===== src/rtl/spart_rx.sv =====
// Receive half of the mini SPART: 16x-oversampled 8N1 deserializer with
// rda/clr_rda handshake, framing-error and overrun flags.
`timescale 1ns/1ps
module spart_rx #(
  parameter int DATA_BITS  = 8,
  parameter int OVERSAMPLE = 16,
  parameter int SAMPLE_PT  = 7
) (
  input  logic                 clk,
  input  logic                 rst,
  input  logic                 en,
  input  logic                 RxD,
  input  logic                 clr_rda,
  output logic [DATA_BITS-1:0] data,
  output logic                 rda,
  output logic                 ferr,
  output logic                 oerr
);

  localparam int CW = $clog2(OVERSAMPLE);
  localparam int BW = (DATA_BITS > 1) ? $clog2(DATA_BITS) : 1;

  typedef enum logic [1:0] {IDLE, START, DATA, STOP} state_t;

  state_t                 state_reg, state_next;
  logic [CW-1:0]          cnt_reg, cnt_next;
  logic [BW-1:0]          bcnt_reg, bcnt_next;
  logic [DATA_BITS-1:0]   sh_reg, sh_next;
  logic                   meta_reg, rxs_reg;
  logic                   done;
  logic [DATA_BITS-1:0]   data_reg;
  logic                   rda_reg, ferr_reg, oerr_reg;

  // RxD is asynchronous to clk; two flops before any decision is made on it
  always_ff @(posedge clk) begin
    if (rst) begin
      meta_reg <= 1'b1;
      rxs_reg  <= 1'b1;
    end else begin
      meta_reg <= RxD;
      rxs_reg  <= meta_reg;
    end
  end

  always_ff @(posedge clk) begin
    if (rst) begin
      state_reg <= IDLE;
      cnt_reg   <= '0;
      bcnt_reg  <= '0;
      sh_reg    <= '0;
    end else begin
      state_reg <= state_next;
      cnt_reg   <= cnt_next;
      bcnt_reg  <= bcnt_next;
      sh_reg    <= sh_next;
    end
  end

  always_comb begin
    state_next = state_reg;
    cnt_next   = cnt_reg;
    bcnt_next  = bcnt_reg;
    sh_next    = sh_reg;
    done       = 1'b0;
    if (en) begin
      case (state_reg)
        IDLE: begin
          if (!rxs_reg) begin
            state_next = START;
            cnt_next   = '0;
          end
        end
        START: begin
          if (cnt_reg == CW'(SAMPLE_PT)) begin
            if (!rxs_reg) begin
              state_next = DATA;
              cnt_next   = '0;
              bcnt_next  = '0;
            end else begin
              state_next = IDLE;
            end
          end else begin
            cnt_next = cnt_reg + CW'(1);
          end
        end
        DATA: begin
          if (cnt_reg == CW'(OVERSAMPLE - 1)) begin
            sh_next  = {rxs_reg, sh_reg[DATA_BITS-1:1]};
            cnt_next = '0;
            if (bcnt_reg == BW'(DATA_BITS - 1)) state_next = STOP;
            else                                bcnt_next  = bcnt_reg + BW'(1);
          end else begin
            cnt_next = cnt_reg + CW'(1);
          end
        end
        STOP: begin
          // Leave at the stop midpoint so a back-to-back start edge is not missed
          if (cnt_reg == CW'(OVERSAMPLE - 1)) begin
            done       = 1'b1;
            state_next = IDLE;
          end else begin
            cnt_next = cnt_reg + CW'(1);
          end
        end
        default: state_next = IDLE;
      endcase
    end
  end

  // A completing frame takes priority over a simultaneous clear
  always_ff @(posedge clk) begin
    if (rst) begin
      data_reg <= '0;
      rda_reg  <= 1'b0;
      ferr_reg <= 1'b0;
      oerr_reg <= 1'b0;
    end else if (done) begin
      data_reg <= sh_reg;
      rda_reg  <= 1'b1;
      ferr_reg <= ~rxs_reg;
      if (clr_rda)      oerr_reg <= 1'b0;
      else if (rda_reg) oerr_reg <= 1'b1;
    end else if (clr_rda) begin
      rda_reg  <= 1'b0;
      ferr_reg <= 1'b0;
      oerr_reg <= 1'b0;
    end
  end

  assign data = data_reg;
  assign rda  = rda_reg;
  assign ferr = ferr_reg;
  assign oerr = oerr_reg;

endmodule

===== config.mk =====
export PLATFORM = sky130hd
export DESIGN_NAME = spart_rx
export DESIGN_NICKNAME = d
export VERILOG_FILES = /design/src/rtl/spart_rx.sv
export SDC_FILE = /design/constraint.sdc
export NUM_CORES = 1
export LEC_CHECK = 0
export CAP_MARGIN = 5
export CORE_ASPECT_RATIO = 0.6
export CORE_MARGIN = 3
export CORE_UTILIZATION = 54
export DETAILED_ROUTE_END_ITERATION = 16
export PLACE_DENSITY = 0.8
export REMOVE_ABC_BUFFERS = 1
export SYNTH_ARGS = -nofsm -noshare
export SYNTH_HDL_FRONTEND = slang
export SYNTH_SLANG_ARGS = --single-unit

===== constraint.sdc =====
create_clock -name clk -period 2.2 [get_ports clk]
set_input_delay 0.22 -clock clk [delete_from_list [all_inputs] [get_ports clk]]
set_output_delay 0.22 -clock clk [all_outputs]
set_load 0.05 [all_outputs]

==> tab_implementation.tex <==
\begin{tabular}{lr}
\hline
Metric & Value \\
\hline
\multicolumn{2}{l}{\textbf{Floorplan}} \\
Number of core rows & 13 \\
Die boundary height & 44.5 um \\
Effective utilization at floorplan & 59.0\% \\
IO Pins & 16 \\
Die W & 70.2 um \\
Area of the core & 0.00226 mm2 \\
Die area & 0.00312 mm2 \\
\multicolumn{2}{l}{\textbf{Power}} \\
Net switching fraction of the power & 21.4\% \\
Portion of total power attributed to the clock network & 43.4\% \\
Combinational share of power & 3.4\% \\
Int Pwr & 0.814 mW \\
Switch Pwr & 0.221 mW \\
Sequential share of power & 53.1\% \\
Maximum vdd ir drop & 0.502 mV \\
Leakage power summed over all cells & 0.535 nW \\
Power per Cell Area & 649 mW/mm2 \\
\multicolumn{2}{l}{\textbf{Timing}} \\
Final setup violation count & 0 \\
RSZ-0062 raised after global routing & false \\
Part of the cycle the worst path needs & 77.6\% \\
Max Clock Freq & 586 MHz \\
Post-route minimum period & 1.71 ns \\
Worst-margin pin slew & 0.549 ns \\
Worst slew margin & 63.3\% \\
Worst setup skew after layout & 0.00245 ns \\
Final total negative setup slack & 0 ns \\
Max-slew violation total from the final report & 0 \\
Final Hold Fails & 0 \\
\multicolumn{2}{l}{\textbf{Clock tree}} \\
Insertion delay to the later sink of the worst-skew pair & 0.28 ns \\
CTS-repair resized insts & 0 \\
TritonCTS Buffers & 5 \\
Post-CTS Setup Inserts & 0 \\
CTS H-tree lvls & 2 \\
Maximum count of clock buffers along a single path & 2 \\
Clock tree from TritonCTS & yes \\
Number of sinks driven by the clock tree & 30 \\
Clock transition at path regs & 0.06 ns \\
CTS root buf & clkbuf\_8 \\
Number of hold-repair buffers added at the cts stage & 0 \\
\multicolumn{2}{l}{\textbf{Critical path}} \\
Launching element type of the critical path & register \\
Critical Path RT & 2.36 ns \\
Arrival time at the worst endpoint & 1.87 ns \\
Type of destination of the critical path & register \\
Worst-case register-to-register setup slack & 0.49 ns \\
FF-to-FF Start & cnt\_reg[0] \\
Worst setup path category & reg -> reg \\
Capture instance of the worst register-to-register path & data[1] \\
Register-to-Register Path Depth & 6 \\
Largest fanout on the critical path & 8 \\
\multicolumn{2}{l}{\textbf{Logic synthesis}} \\
Cell count after synthesis & 138 \\
Largest cells by area after synthesis & dfxtp\_1, mux2i\_1, nor2\_1 \\
Post-synthesis simple-gate area fraction & 18.9\% \\
Number of synthesized flops with an enable pin & 0 \\
Fraction of synthesized cell area in xor and xnor cells & 1.22\% \\
Synthesized flop and latch total & 30 \\
Yosys cell types & 40 \\
Cell taking the most area after synthesis & dfxtp\_1 \\
Compound-cell area share of the yosys netlist & 13.9\% \\
Synth Cell Area & 0.00134 mm2 \\
Area share of the leading cell type in the synthesized netlist & 45.0\% \\
Proportion of synthesized chip area in sequential cells & 45.0\% \\
Share of synthesized flip-flops with an asynchronous set or reset & 0\% \\
Synth Warn \# & 0 \\
Top FF cell, synth & dfxtp\_1 \\
Post-synthesis mux area share & 12.8\% \\
Synthesized-area fraction occupied by adder cells & 2.81\% \\
Synthesized area divided by synthesized cell count & 9.67 um2 \\
Largest family of logic cells by synthesized area & simple AND/OR/NAND/NOR gates \\
\multicolumn{2}{l}{\textbf{Route}} \\
Wire length per cell & 14.5 um \\
Number of design rule violations left after detail routing & 0 \\
Iteration-0 DRC Markers & 82 \\
Sum of routed wire length over all layers & 2.71 mm \\
First-pass DRT Iterations & 4 \\
ANT nets after route & 0 \\
Post-detailed-route via-to-cell ratio & 5.60 \\
DR vias & 1047 \\
\multicolumn{2}{l}{\textbf{Placed design}} \\
Port buffer count & 15 \\
Routability congestion estimate from global placement & 0.844 \\
Dpl hpwl & 1.93 mm \\
\multicolumn{2}{l}{\textbf{Run status}} \\
Run status & finished, final reports clean \\
\multicolumn{2}{l}{\textbf{Hold path}} \\
Number of cells on the worst hold path & 1 \\
Hold EP & rxs\_reg \\
Type of the most critical hold path & reg -> reg \\
Launch instance of the worst min-delay path & meta\_reg \\
\multicolumn{2}{l}{\textbf{GRT}} \\
Largest net degree at the start of global routing & 33 \\
Via count of the first global-routing pass & 981 \\
GR Overflow Total & 0 \\
Number of antenna violations at the first check in global routing & 0 \\
Total Routing Usage GR & 20.0\% \\
Wire length of the first global-routing pass & 4.70 mm \\
\multicolumn{2}{l}{\textbf{Layout}} \\
Core Util, Final & 70.6\% \\
Net count reported at finish & 164 \\
Fraction of final layout cells sized beyond drive strength 1 & 13.4\% \\
Growth of design area from synthesis to finish & 19.5\% \\
ANT cells & 0 \\
\multicolumn{2}{l}{\textbf{Flow run}} \\
Number of maximum-capacitance constraint violations & 0 \\
\hline
\end{tabular}
## worst max path at each step
| stage | end | cells past startpoint | from |
|---|---|---|---|
| 4_1_cts | data[1] | 6 | cnt_reg[0] |
| 3_3_place_gp | data[3] | 6 | en |
| 6_report | data[1] | 6 | cnt_reg[0] |
| 5_1_grt | data[1] | 5 | cnt_reg[3] |
| 3_5_place_dp | data[1] | 6 | en |
| 2_1_floorplan | data[0] | 5 | cnt_reg[0] |
## cells in the final DEF (no fill, tap or decap), types with 4 or more instances in the layout
| master | netlist | final |
|---|---|---|
| a21oi_1 | 7 | 7 |
| buf_4 | 3 | 4 |
| clkbuf_8 | 0 | 6 |
| clkdlybuf4s50_1 | 0 | 15 |
| dfxtp_1 | 30 | 30 |
| inv_1 | 6 | 6 |
| mux2i_1 | 16 | 16 |
| nand2_1 | 5 | 5 |
| nor2_1 | 20 | 20 |
| o21ai_0 | 7 | 7 |
## cells in the mapped netlist (3+ instances only)
cell      count
dfxtp_1      30
nor2_1       20
mux2i_1      16
a21oi_1       7
o21ai_0       7
inv_1         6
nand2_1       5
buf_4         3
clkbuf_1      3
ha_1          3
## through the flow
stage	worst slack, ns	hold WS, ns	power [mW]	cells	area, um2
after CTS	0.489	0.431	1.05	187	1600
after global routing	0.296	0.463	1.09	187	1600
after global placement	0.543	0.393	0.595	179	1500
after floorplan	0.335	0.289	0.572	130	1290
final	0.493	0.430	1.04	187	1600
after detailed placement	0.468	0.414	0.597	179	1500
## layer usage
layer / wire, um / share of wire (%) / vias to the layer above / GRT usage, %
met4: 24 / 0.89 / 0 / 8.02
li1: - / - / 532 / -
met3: 158 / 5.8 / 4 / 9.07
met5: 0 / 0 / - / 0
met1: 1330 / 49 / 474 / 26.2
met2: 1200 / 44 / 37 / 28.9
## critical path: stages, from the launching register on
cell     delay [ns]
dfxtp_1        0.38
ha_1           0.29
nand4_1        0.22
nor2_1         0.21
buf_4          0.20
mux2i_1        0.23
nor2_1         0.05
## kinds of logic (layout without fill, tap and decap cells)
| kind of cell | count (synthesis) | count (layout) |
|---|---|---|
| xor gates and xnor gates | 1 | 1 |
| AOI/OAI and AO/OA | 28 | 28 |
| muxes | 17 | 17 |
| DFF | 30 | 30 |
| buffers and inverters | 14 | 33 |
| adders and majority gates | 3 | 3 |
| and+or+nand+nor | 45 | 45 |
## area by class of cell
class / instances / area, um2
flip-flops and latches: 30 / 601
well taps: 30 / 37.5
repair buffers: 19 / 180
clock inverters: 1 / 5.00
multi-input cells: 94 / 663
fillers: 176 / 666
clock buffers: 7 / 86.3
inverters: 6 / 22.5
## power groups by stage
stage | sequential (mW) | combinational [mW] | clock, mW
6_report | 0.550 | 0.0355 | 0.450
3_5_place_dp | 0.562 | 0.0349 | 0
4_1_cts | 0.550 | 0.0351 | 0.466
5_1_grt | 0.550 | 0.0385 | 0.498
2_1_floorplan | 0.561 | 0.0116 | 0
3_3_place_gp | 0.561 | 0.0339 | 0
Power figures use the tool's default switching activity.
